**src/rtl/pci_pkg.sv**
```systemverilog
// ---------------------------------------------------------------------------
// pci_pkg
// Shared definitions for the PCI initiator slice.
//   - PCI command codes driven on CBE during the address phase
//   - initiator FSM state encoding (also exported on the debug state port)
//   - default maximum burst length
//   - pci_cmd(): maps the latched direction bit to its bus command
// The ABORT state value is always defined here. It is only reachable when
// the design is built with PCI_INITIATOR_ABORT_EN.
// ---------------------------------------------------------------------------
package pci_pkg;

    localparam logic [3:0] PCI_CMD_MEM_READ  = 4'h6;
    localparam logic [3:0] PCI_CMD_MEM_WRITE = 4'h7;

    localparam int PCI_MAX_BURST = 4;

    typedef enum logic [2:0] {
        ST_IDLE    = 3'd0,
        ST_ADDR    = 3'd1,
        ST_DATA    = 3'd2,
        ST_ABORT   = 3'd3,
        ST_RELEASE = 3'd4
    } pci_state_e;

    function automatic logic [3:0] pci_cmd(input logic write);
        return write ? PCI_CMD_MEM_WRITE : PCI_CMD_MEM_READ;
    endfunction

endpackage

```
**src/rtl/pci_initiator_if.sv**
```systemverilog
// ---------------------------------------------------------------------------
// pci_initiator_if
// PCI bus signals between the initiator and the target it drives.
//   Frame   FRAME#, active-low, driven by the initiator
//   Irdy    IRDY#, active-low, driven by the initiator
//   CBE     command (address phase) / byte enables (data phases)
//   AD_out  AddressData value driven by the initiator
//   AD_oe   enable for AD_out; the chip top builds the inout from these
//   AD_in   AddressData as seen on the bus
//   Devsel  DEVSEL#, active-low, driven by the target
//   Trdy    TRDY#, active-low, driven by the target
//
// Handshake: a data phase transfers on a rising edge where Irdy and Trdy are
// both sampled low. Either side may hold its ready high to insert wait
// states. While a phase is pending, the initiator keeps its drive values
// stable.
// ---------------------------------------------------------------------------
interface pci_initiator_if;

    logic        Frame;
    logic        Irdy;
    logic [3:0]  CBE;
    logic [31:0] AD_out;
    logic        AD_oe;
    logic [31:0] AD_in;
    logic        Devsel;
    logic        Trdy;

    modport master (
        output Frame, Irdy, CBE, AD_out, AD_oe,
        input  AD_in, Devsel, Trdy
    );

    modport slave (
        input  Frame, Irdy, CBE, AD_out, AD_oe,
        output AD_in, Devsel, Trdy
    );

endinterface

```
**src/rtl/pci_initiator_abort_timer.sv**
```systemverilog
// ---------------------------------------------------------------------------
// pci_abort_timer
// Counts cycles in which no target has claimed the transaction.
//   clk, rst_n   clock, asynchronous active-low reset
//   clr_i        return the count to zero (held while not in a data phase)
//   en_i         count this cycle
//   expired_o    high when this cycle's increment reaches TIMEOUT
// The count is 0 in the first data cycle. When expired_o is high, the
// initiator leaves DATA at the same edge where the count would reach TIMEOUT.
// ---------------------------------------------------------------------------
module pci_abort_timer #(
    parameter int TIMEOUT = 5,
    parameter int CNT_W   = $clog2(TIMEOUT + 1)
) (
    input  logic clk,
    input  logic rst_n,
    input  logic clr_i,
    input  logic en_i,
    output logic expired_o
);

    logic [CNT_W-1:0] cnt_q;
    logic [CNT_W-1:0] cnt_d;

    always_comb begin
        cnt_d = cnt_q;
        if (clr_i) begin
            cnt_d = '0;
        end else if (en_i) begin
            cnt_d = cnt_q + CNT_W'(1);
        end
    end

    always_ff @(posedge clk or negedge rst_n) begin
        if (!rst_n) begin
            cnt_q <= '0;
        end else begin
            cnt_q <= cnt_d;
        end
    end

    assign expired_o = en_i && !clr_i && (cnt_q == CNT_W'(TIMEOUT - 1));

endmodule

```
**src/rtl/pci_initiator.sv**
```systemverilog
// ---------------------------------------------------------------------------
// pci_initiator
// PCI bus master. It turns a local single or burst request into one address
// phase followed by 1..MAX_BURST data phases (memory read or memory write).
//
// Ports
//   clk, rst_n     bus clock, asynchronous active-low reset
//   req_i          start a transaction (sampled only in IDLE)
//   req_write_i    1 = memory write, 0 = memory read
//   req_addr_i     address for the address phase
//   req_len_i      data phases; 0 counts as 1, values above MAX_BURST clamp
//   req_be_i       byte enables driven in every data phase
//   wr_data_i      current write word, held until wr_adv_o
//   wr_adv_o       the current write word transfers at this edge
//   rd_data_o      captured read word, qualified by rd_valid_o
//   rd_valid_o     one pulse per completed read phase (registered)
//   busy_o         transaction in progress (state not IDLE)
//   done_o         pulse in RELEASE after normal completion
//   abort_o        pulse in RELEASE after master abort
//   state_o        current FSM state (debug)
//   bus            PCI bus signals, master side
//
// Build option PCI_INITIATOR_ABORT_EN: when defined, an abort timer runs.
// If DEVSEL# is not seen for ABORT_TIMEOUT data cycles, the initiator goes
// through ABORT and releases the bus. When undefined, the initiator waits
// indefinitely and abort_o is always 0.
// ---------------------------------------------------------------------------
module pci_initiator
    import pci_pkg::*;
#(
    parameter int MAX_BURST     = PCI_MAX_BURST,
    parameter int LEN_W         = 3,
    parameter int ABORT_TIMEOUT = 5
) (
    input  logic             clk,
    input  logic             rst_n,
    input  logic             req_i,
    input  logic             req_write_i,
    input  logic [31:0]      req_addr_i,
    input  logic [LEN_W-1:0] req_len_i,
    input  logic [3:0]       req_be_i,
    input  logic [31:0]      wr_data_i,
    output logic             wr_adv_o,
    output logic [31:0]      rd_data_o,
    output logic             rd_valid_o,
    output logic             busy_o,
    output logic             done_o,
    output logic             abort_o,
    output pci_state_e       state_o,
    pci_initiator_if.master  bus
);

    pci_state_e       state_q, state_d;
    logic             write_q, write_d;
    logic [31:0]      addr_q, addr_d;
    logic [3:0]       be_q, be_d;
    logic [LEN_W-1:0] remain_q, remain_d;
    logic [31:0]      rd_data_q, rd_data_d;
    logic             rd_valid_q, rd_valid_d;
    logic             done_q, done_d;
    logic             abort_q, abort_d;

    logic             frame;
    logic             irdy;
    logic             ad_oe;
    logic [31:0]      ad_out;
    logic [3:0]       cbe;
    logic             wr_adv;
    logic [LEN_W-1:0] len_clamped;

    always_comb begin
        len_clamped = req_len_i;
        if (req_len_i == '0) begin
            len_clamped = LEN_W'(1);
        end else if (req_len_i > LEN_W'(MAX_BURST)) begin
            len_clamped = LEN_W'(MAX_BURST);
        end
    end

`ifdef PCI_INITIATOR_ABORT_EN
    // After DEVSEL# is sampled low once, the target owns the cycle. Later
    // DEVSEL# activity no longer feeds the timer.
    logic devsel_seen_q, devsel_seen_d;
    logic in_data;
    logic timer_en;
    logic timeout_hit;

    always_comb begin
        in_data       = (state_q == ST_DATA);
        devsel_seen_d = in_data && (devsel_seen_q || !bus.Devsel);
        timer_en      = in_data && !devsel_seen_q && bus.Devsel;
    end

    always_ff @(posedge clk or negedge rst_n) begin
        if (!rst_n) begin
            devsel_seen_q <= 1'b0;
        end else begin
            devsel_seen_q <= devsel_seen_d;
        end
    end

    pci_abort_timer #(
        .TIMEOUT (ABORT_TIMEOUT)
    ) u_abort_timer (
        .clk       (clk),
        .rst_n     (rst_n),
        .clr_i     (!in_data),
        .en_i      (timer_en),
        .expired_o (timeout_hit)
    );
`else
    logic unused_devsel;
    assign unused_devsel = bus.Devsel | (ABORT_TIMEOUT == 0);
`endif

    always_comb begin
        state_d    = state_q;
        write_d    = write_q;
        addr_d     = addr_q;
        be_d       = be_q;
        remain_d   = remain_q;
        rd_data_d  = rd_data_q;
        rd_valid_d = 1'b0;
        done_d     = 1'b0;
        abort_d    = 1'b0;
        frame      = 1'b1;
        irdy       = 1'b1;
        ad_oe      = 1'b0;
        ad_out     = '0;
        cbe        = '0;
        wr_adv     = 1'b0;

        case (state_q)
            ST_IDLE: begin
                if (req_i) begin
                    write_d  = req_write_i;
                    addr_d   = req_addr_i;
                    be_d     = req_be_i;
                    remain_d = len_clamped;
                    state_d  = ST_ADDR;
                end
            end

            ST_ADDR: begin
                frame   = 1'b0;
                ad_out  = addr_q;
                ad_oe   = 1'b1;
                cbe     = pci_cmd(write_q);
                state_d = ST_DATA;
            end

            ST_DATA: begin
                irdy  = 1'b0;
                cbe   = be_q;
                // FRAME# goes high while the last phase is still pending.
                frame = (remain_q == LEN_W'(1));
                // Reads keep AD undriven for the whole DATA state. The first
                // cycle is the bus turnaround.
                if (write_q) begin
                    ad_out = wr_data_i;
                    ad_oe  = 1'b1;
                end
                // IRDY# is always low in DATA, so TRDY# alone decides completion.
                if (!bus.Trdy) begin
                    if (write_q) begin
                        wr_adv = 1'b1;
                    end else begin
                        rd_valid_d = 1'b1;
                        rd_data_d  = bus.AD_in;
                    end
                    remain_d = remain_q - LEN_W'(1);
                    if (remain_q == LEN_W'(1)) begin
                        state_d = ST_RELEASE;
                        done_d  = 1'b1;
                    end
                end
`ifdef PCI_INITIATOR_ABORT_EN
                else if (timeout_hit) begin
                    state_d = ST_ABORT;
                end
`endif
            end

`ifdef PCI_INITIATOR_ABORT_EN
            ST_ABORT: begin
                frame   = 1'b1;
                irdy    = 1'b0;
                cbe     = be_q;
                abort_d = 1'b1;
                state_d = ST_RELEASE;
            end
`endif

            ST_RELEASE: begin
                state_d = ST_IDLE;
            end

            default: begin
                state_d = ST_IDLE;
            end
        endcase
    end

    always_ff @(posedge clk or negedge rst_n) begin
        if (!rst_n) begin
            state_q    <= ST_IDLE;
            write_q    <= 1'b0;
            addr_q     <= '0;
            be_q       <= '0;
            remain_q   <= '0;
            rd_data_q  <= '0;
            rd_valid_q <= 1'b0;
            done_q     <= 1'b0;
            abort_q    <= 1'b0;
        end else begin
            state_q    <= state_d;
            write_q    <= write_d;
            addr_q     <= addr_d;
            be_q       <= be_d;
            remain_q   <= remain_d;
            rd_data_q  <= rd_data_d;
            rd_valid_q <= rd_valid_d;
            done_q     <= done_d;
            abort_q    <= abort_d;
        end
    end

    assign bus.Frame  = frame;
    assign bus.Irdy   = irdy;
    assign bus.CBE    = cbe;
    assign bus.AD_out = ad_out;
    assign bus.AD_oe  = ad_oe;

    assign wr_adv_o   = wr_adv;
    assign rd_data_o  = rd_data_q;
    assign rd_valid_o = rd_valid_q;
    assign busy_o     = (state_q != ST_IDLE);
    assign done_o     = done_q;
    assign abort_o    = abort_q;
    assign state_o    = state_q;

endmodule

```
**src/flat_wrapper.sv**
```systemverilog
// flat-port wrapper written by rule: the top's interface ports become plain ports
module pci_initiator_flat import pci_pkg::*;
#(
    parameter int MAX_BURST     = PCI_MAX_BURST,
    parameter int LEN_W         = 3,
    parameter int ABORT_TIMEOUT = 5
)
  (clk, rst_n, req_i, req_write_i, req_addr_i, req_len_i, req_be_i, wr_data_i, wr_adv_o, rd_data_o, rd_valid_o, busy_o, done_o, abort_o, state_o, bus_Frame, bus_Irdy, bus_CBE, bus_AD_out, bus_AD_oe, bus_AD_in, bus_Devsel, bus_Trdy);
  pci_initiator_if bus_i ();
  input  logic clk;
  input  logic rst_n;
  input  logic req_i;
  input  logic req_write_i;
  input  logic [31:0] req_addr_i;
  input  logic [LEN_W-1:0] req_len_i;
  input  logic [3:0] req_be_i;
  input  logic [31:0] wr_data_i;
  output logic wr_adv_o;
  output logic [31:0] rd_data_o;
  output logic rd_valid_o;
  output logic busy_o;
  output logic done_o;
  output logic abort_o;
  output pci_state_e state_o;
  output wire logic [$bits(bus_i.Frame)-1:0] bus_Frame;
  output wire logic [$bits(bus_i.Irdy)-1:0] bus_Irdy;
  output wire logic [$bits(bus_i.CBE)-1:0] bus_CBE;
  output wire logic [$bits(bus_i.AD_out)-1:0] bus_AD_out;
  output wire logic [$bits(bus_i.AD_oe)-1:0] bus_AD_oe;
  input wire logic [$bits(bus_i.AD_in)-1:0] bus_AD_in;
  input wire logic [$bits(bus_i.Devsel)-1:0] bus_Devsel;
  input wire logic [$bits(bus_i.Trdy)-1:0] bus_Trdy;
  assign bus_Frame = bus_i.Frame;
  assign bus_Irdy = bus_i.Irdy;
  assign bus_CBE = bus_i.CBE;
  assign bus_AD_out = bus_i.AD_out;
  assign bus_AD_oe = bus_i.AD_oe;
  assign bus_i.AD_in = bus_AD_in;
  assign bus_i.Devsel = bus_Devsel;
  assign bus_i.Trdy = bus_Trdy;
  pci_initiator #(.MAX_BURST(MAX_BURST), .LEN_W(LEN_W), .ABORT_TIMEOUT(ABORT_TIMEOUT)) u_core (.clk(clk), .rst_n(rst_n), .req_i(req_i), .req_write_i(req_write_i), .req_addr_i(req_addr_i), .req_len_i(req_len_i), .req_be_i(req_be_i), .wr_data_i(wr_data_i), .wr_adv_o(wr_adv_o), .rd_data_o(rd_data_o), .rd_valid_o(rd_valid_o), .busy_o(busy_o), .done_o(done_o), .abort_o(abort_o), .state_o(state_o), .bus(bus_i));
endmodule
```
**config.mk**
```make
export PLATFORM = sky130hd
export DESIGN_NAME = pci_initiator_flat
export DESIGN_NICKNAME = d
export VERILOG_FILES = /design/src/rtl/pci_pkg.sv /design/src/rtl/pci_initiator_if.sv /design/src/rtl/pci_initiator_abort_timer.sv /design/src/rtl/pci_initiator.sv /design/src/flat_wrapper.sv
export SDC_FILE = /design/constraint.sdc
export NUM_CORES = 1
export LEC_CHECK = 0
export ABC_AREA = 1
export CAP_MARGIN = 40
export CORE_UTILIZATION = 33
export CTS_CLUSTER_DIAMETER = 150
export CTS_CLUSTER_SIZE = 24
export DETAILED_ROUTE_END_ITERATION = 12
export PLACE_DENSITY = 0.72
export SETUP_SLACK_MARGIN = 0.3
export SLEW_MARGIN = 20
export SYNTH_ARGS = -nofsm -noshare
export SYNTH_HDL_FRONTEND = slang
export SYNTH_SLANG_ARGS = --single-unit
```
**constraint.sdc**
```tcl
create_clock -name clk -period 1.4 [get_ports clk]
set_input_delay 0.42 -clock clk [delete_from_list [all_inputs] [get_ports clk]]
set_output_delay 0.42 -clock clk [all_outputs]
set_load 0.02 [all_outputs]
```
==> out/qor.csv, run 1 <==
metric,value,unit
place_ws,-0.760,ns
crit_top_cell,buf_12,
switching_power,7170,uW
finalCritPeriodShare,1.49,
synth_cell_type_count,20,
p_per_area,2120,mW/mm2
numPortBuffers,185,
cts_buffers,9,
switching_share,0.424,
fp.dieW,106,um
synthFlopType,dfrtp_1,
worst_setup_path_start_kind,flip-flop,
std_cell_rows,37,
max_cap_viol_count,0,
rrSetupSlack,-0.43,ns
synth-async-reset-ratio,1.00,
nets,824,
synth-edff-count,0,
clock_latency,0.34,ns
gp_congestion,0.764,
seq_area,0.00193,mm2
ant_nets,0,
firstDrtPassIters,4,
ios,188,
cp_cell_sequence,"inv_2, nand2_2, nor2_4, buf_12, buf_12, nand3_1, o21ai_2, buf_6",
num_vias,4129,
slowest_delay,0.42,ns
violations,negative setup slack,
ir_worst_vdd,0.00114,V
wl_per_cell,17.6,um
ys_seq_area_frac,0.545,
die_y,106,um
slowest_stage,dfrtp_2,
multiInputGateArea,0.00225,mm2
grt_pass1_vias,3916,
fin_crit,2.09,ns
syn2layout_area_growth,126,%
cts.sink_count,77,
critPathBufInv,4,
min_path_type,in2async,
synth_top_area_frac,0.545,
dpl_cell_area,0.00636,mm2
num-fill-cells,626,
synth_cells,440,
cts_tree,done,
crit_fanout,5,
cts.reportedPaths.clkPinSlew,0.09,ns
finalSetupViolCount,119,
path_class,reg2out,
power.total,16900,uW
seqPwrFrac,0.227,
gr-usage-all-layers,0.217,
p_leak,0.00376,uW
timing.hold.ws,0.0442,ns
p_clk_frac,0.100,
synthTopCellsByArea,"dfrtp_1 54%, nand2_1 18%, o21ai_0 8.9%",
synth_area_per_cell,8.04,um2
antenna_found_initial,0,
core-area,0.0104,mm2
fin_area,0.00798,mm2
syn_area,0.00354,mm2
layout-drive-gt1-share,0.535,
worst_r2r_startpoint,u_core.state_o[0],
syn-num-nets,551,
r2r-end,u_core.rd_data_o[24],
n_antenna_cell,0,
root_buffer,clkbuf_8,
reg2reg_depth,12,
grt_setup_unrepaired,true,
intPower,9740,uW
finalHoldViolCount,0,
yosys-top-cells-count,"171 x nand2_1, 77 x dfrtp_1, 63 x o21ai_0",
synth_top_cell_by_area,dfrtp_1,
p_comb_frac,0.673,
cp-startpoint,u_core.state_o[2],
fmax,479,MHz
end_kind,primary output,
hold_buffers,0,
fin_skew,0.0103,ns
dieArea,0.0111,mm2
remaining_drc_errors,0,
ys_seq_elements,77,
grt_pass1_wl,19.0,mm
fin_ws,-0.688,ns
routed_wl,15.1,mm
grt.overflow.total,0,
dp_hpwl,8.08,mm
maxSlewViolCount,0,
cp.required,0.98,ns
vias_per_cell,4.83,
status,finished with violations,
synth_most_common_cell,nand2_1,
initialDrtViolationCount,217,
cts.path.max_buffers,2,
yosysWarnings,0,
path_delay_family,buffers and inverters,
grt_max_degree,47,
cts-htree-levels,3,
initial_core_util,0.341,
cp.arrival,1.67,ns
==> power groups by stage <==
stage | registers (uW) | logic, uW | clock network, uW
final | 3830 | 11400 | 1690
after global routing | 3920 | 12000 | 1830
after CTS | 3770 | 9110 | 1730
after detailed placement | 3700 | 8060 | 0
after global placement | 3670 | 7940 | 0
after floorplan | 4200 | 4000 | 0
==> routing by layer <==
metal	part of all wire	routed length, um	track usage	vias to the layer above
li1	-	-	-	1917
met1	0.40	5980	0.275	1968
met2	0.50	7530	0.364	201
met3	0.068	1020	0.0618	43
met4	0.036	536	0.0546	0
met5	0	0	0	-
==> worst reg2reg max path: stages, from the launching register on <==
cell	delay (ns)
dfrtp_2	0.46
buf_6	0.13
buf_6	0.10
nor2_4	0.12
buf_6	0.13
buf_6	0.08
buf_6	0.08
buf_6	0.09
nand4_4	0.12
clkinv_4	0.15
clkbuf_16	0.19
nand2_4	0.06
nand2_2	0.05
==> cell usage in the layout, fill, tap and decap left out, drive strengths merged, types with 4 or more instances in the layout <==
master	count
nand2	171
buf	168
clkdlybuf4s50	106
dfrtp	77
o21ai	68
inv	45
nand3	37
clkbuf	24
nor2	10
clkinv	4
==> cell type report <==
| class | count | area share |
|---|---|---|
| timing repair buffer | 286 | 0.403 |
| timing repair inverter | 2 | 0.00251 |
| multi-input combinational | 291 | 0.282 |
| sequential | 77 | 0.242 |
| clock buffer | 12 | 0.0182 |
| clock inverter | 4 | 0.00596 |
| tap | 136 | 0.0213 |
| inverter | 46 | 0.0243 |
==> through the flow <==
step | util | instances | setup TNS (ns)
6_report | 0.769 | 854 | -50.57
5_1_grt | 0.769 | 854 | -59.87
4_1_cts | 0.670 | 822 | -30.51
3_5_place_dp | 0.613 | 795 | -43.16
3_3_place_gp | 0.613 | 795 | -41.33
2_1_floorplan | - | 440 | -6.51
==> worst max-delay path by stage <==
stage,to,slack (ns),cells after the start
3_3_place_gp,bus_AD_out[13],-0.71,7
2_1_floorplan,bus_AD_out[10],-0.20,5
3_5_place_dp,bus_AD_out[26],-0.76,7
6_report,bus_AD_out[8],-0.69,8
4_1_cts,bus_AD_out[7],-0.65,8
5_1_grt,bus_AD_out[8],-0.79,8
==> cells by family after synthesis <==
family | Yosys count | share of synthesized area
compound gates | 69 | 0.0976
fa+ha+maj | 2 | 0.00707
buf+inv | 72 | 0.0927
flops | 77 | 0.545
other cells | 1 | 0.00106
simple gates | 219 | 0.257
==> state kept, by name, indices dropped and copies added, names as in the netlist <==
signal,count
u_core.addr_q,32
u_core.rd_data_o,32
u_core.be_q,4
u_core.remain_q,3
u_core.state_o,3
u_core.done_o,1
u_core.rd_valid_o,1
u_core.write_q,1
==> what timing repair did <==
action	in CTS	in global routing
pin swaps	2	24
resized for setup	489	172
cloned	3	16
buffers inserted	8	16
setup endpoints to repair	155	155
Power figures use the tool's default switching activity.
==> run 2: changes to the inputs <==
==> constraint.sdc (replaced) <==
create_clock -name clk -period 1.4 [get_ports clk]
set_input_delay 0.14 -clock clk [delete_from_list [all_inputs] [get_ports clk]]
set_output_delay 0.14 -clock clk [all_outputs]
set_load 0.02 [all_outputs]
==> run 2 against run 1 <==
  * Fmax grew 15%
  * Setup slack improved by 0.28 ns
  * Combinational power fell by 4%
  * Non-clock buffer count is 23 lower
  * Worst hold slack improved by 0.29 ns
  * Register-to-register slack better by 0.09 ns
  * Via count decreased by 1.3%
  * First-iteration DRC count fell by 30%
  * Core utilization shrank 0.62 points
  * Global-route usage is 1.4 points higher
  * The flow still finishes with violations (negative setup slack)
  * Clock skew up 0.0029 ns
  * Critical path type unchanged
  * Die area is the same
==> out/qor.csv, run 2 (synthesis results as in run 1) <==
metric,value,unit,change
status,finished with violations,,
violations,negative setup slack,,
maxSlewViolCount,0,,unchanged
layout-drive-gt1-share,0.561,,+0.0257
layout_common_cells,"106 x clkdlybuf4s50_1, 76 x nand2_2, 74 x dfrtp_1",,
worst_setup_path_start_kind,flip-flop,,
final_common_cell,clkdlybuf4s50_1,,
p_comb_frac,0.659,,-0.014
antenna_found_initial,0,,unchanged
final_util,0.763,,-0.00615
cp-startpoint,u_core.state_o[2],,
min_path_type,in2reg,,
cts.reportedPaths.clkPinSlew,0.09,ns,about the same
dp_hpwl,8.04,mm,-0.48%
p_leak,0.00373,uW,-0.70%
num_vias,4076,,-1.3%
switching_power,7350,uW,+2.5%
wl_per_cell,18.3,um,+3.8%
cts_buffers,9,,unchanged
routed_wl,15.2,mm,+0.88%
nets,800,,-2.9%
vias_per_cell,4.91,,+1.6%
dpl_cell_area,0.00619,mm2,-2.7%
grt_max_degree,78,,+66%
grt_pass1_vias,4002,,+2.2%
root_buffer,clkbuf_8,,
initial_core_util,0.341,,unchanged
n_antenna_cell,0,,unchanged
ant_nets,0,,unchanged
intPower,9390,uW,-3.5%
crit_fanout,5,,unchanged
cp.arrival,1.67,ns,about the same
finalHoldViolCount,0,,unchanged
fin_skew,0.0132,ns,+0.00290 ns
clock_latency,0.35,ns,about the same
firstDrtPassIters,4,,unchanged
place_ws,-0.523,ns,+0.237 ns
switching_share,0.439,,+0.0150
grt.overflow.total,0,,unchanged
gr-usage-all-layers,0.231,,+0.0144
remaining_drc_errors,0,,unchanged
rrSetupSlack,-0.34,ns,+0.09 ns
seqPwrFrac,0.227,,about the same
fin_area,0.00792,mm2,-0.80%
p_clk_frac,0.115,,+0.015
max_cap_viol_count,0,,unchanged
std_cell_rows,37,,unchanged
end_kind,primary output,,
dieArea,0.0111,mm2,unchanged
min_from,bus_AD_in[23],,
worst_r2r_startpoint,u_core.state_o[0],,
grt_setup_unrepaired,true,,
ios,188,,unchanged
fin_crit,1.81,ns,-0.279 ns
cts-htree-levels,3,,unchanged
numPortBuffers,185,,unchanged
finalCritPeriodShare,1.29,,-0.199
fmax,553,MHz,+15%
gp_congestion,0.796,,+4.2%
core-area,0.0104,mm2,unchanged
timing.hold.ws,0.330,ns,+0.286 ns
syn2layout_area_growth,124,%,
initialDrtViolationCount,151,,-30%
cts_tree,done,,
cts.sink_count,77,,unchanged
path_class,reg2out,,
die_y,106,um,unchanged
finalSetupViolCount,117,,-1.7%
fin_ws,-0.409,ns,+0.279 ns
p_per_area,2110,mW/mm2,-0.18%
ir_worst_vdd,0.00115,V,+0.54%
cts.path.max_buffers,2,,unchanged
grt_pass1_wl,20.1,mm,+6.0%
cp.required,1.26,ns,+0.28 ns
fp.dieW,106,um,unchanged
run 2: changes by cell type in the layout (fill, tap and decap cells not counted), moves of 9 or more:
cell     delta
nand2_1    -26
buf_6      -24
nand2_2    +14
buf_2      +34
nand2_4    +11
buf_4      -41
buf_12      +9
run 2: layer usage:
metal / vias to the layer above / global-route usage / routed length (um)
met4: 0 / 0.0853 / 503
li1: 1871 / - / -
met2: 187 / 0.398 / 7920
met5: - / 0 / 0
met1: 1987 / 0.277 / 5750
met3: 31 / 0.0625 / 1020
run 2: final cells by class:
type / instances / area [um2]
Inverter: 46 / 186
Tap cell: 136 / 170
Fill cell: 676 / 2450
Clock buffer: 9 / 124
Clock inverter: 7 / 98.8
Sequential cell: 77 / 1930
Timing Repair Buffer: 263 / 2980
Timing Repair inverter: 1 / 8.76
Multi-Input combinational cell: 291 / 2420
run 2: power groups by stage:
stage	registers [uW]	clock network (uW)	logic (uW)
final	3790	1920	11000
after floorplan	4210	0	4020
after global placement	3670	0	7480
after detailed placement	3710	0	7630
after CTS	3670	1920	9150
after global routing	3870	2080	11600
run 2: metrics by stage:
step                cells  power [uW]  TNS, ns
detailed placement    771       11300   -20.04
CTS                   814       14700   -26.59
finish                830       16700   -30.66
floorplan             440        8230        0
global route          830       17600   -38.69
global placement      771       11100   -18.20
run 2: path summary, 6_finish.rpt:
path / end / cells past startpoint
worst max-delay path: bus_AD_out[12] / 8
max in group asynchronous: u_core.rd_data_o[26] / 3
min in group asynchronous: u_core.addr_q[4] / 3
worst min-delay path: u_core.rd_data_o[23] / 3
worst min register to register: u_core.rd_data_o[12] / 2
worst max register to register: u_core.addr_q[23] / 10
run 2: critical path: stages (launching register included):
cell       delay [ns]
dfrtp_2          0.42
inv_2            0.06
nand2_2          0.06
nor2_4           0.14
buf_12           0.16
clkbuf_16        0.16
nand3_2          0.11
o21ai_4          0.09
buf_6            0.13
run 2: repair_timing:
item                                   in CTS  in global routing
endpoints found under the hold margin      77                  0
gates resized for setup                   469                190
gates cloned                               11                  5
buffers inserted                           15                 11
hold buffers                                1                  0
setup endpoints to repair                 155                122
pin swaps                                   7                 42
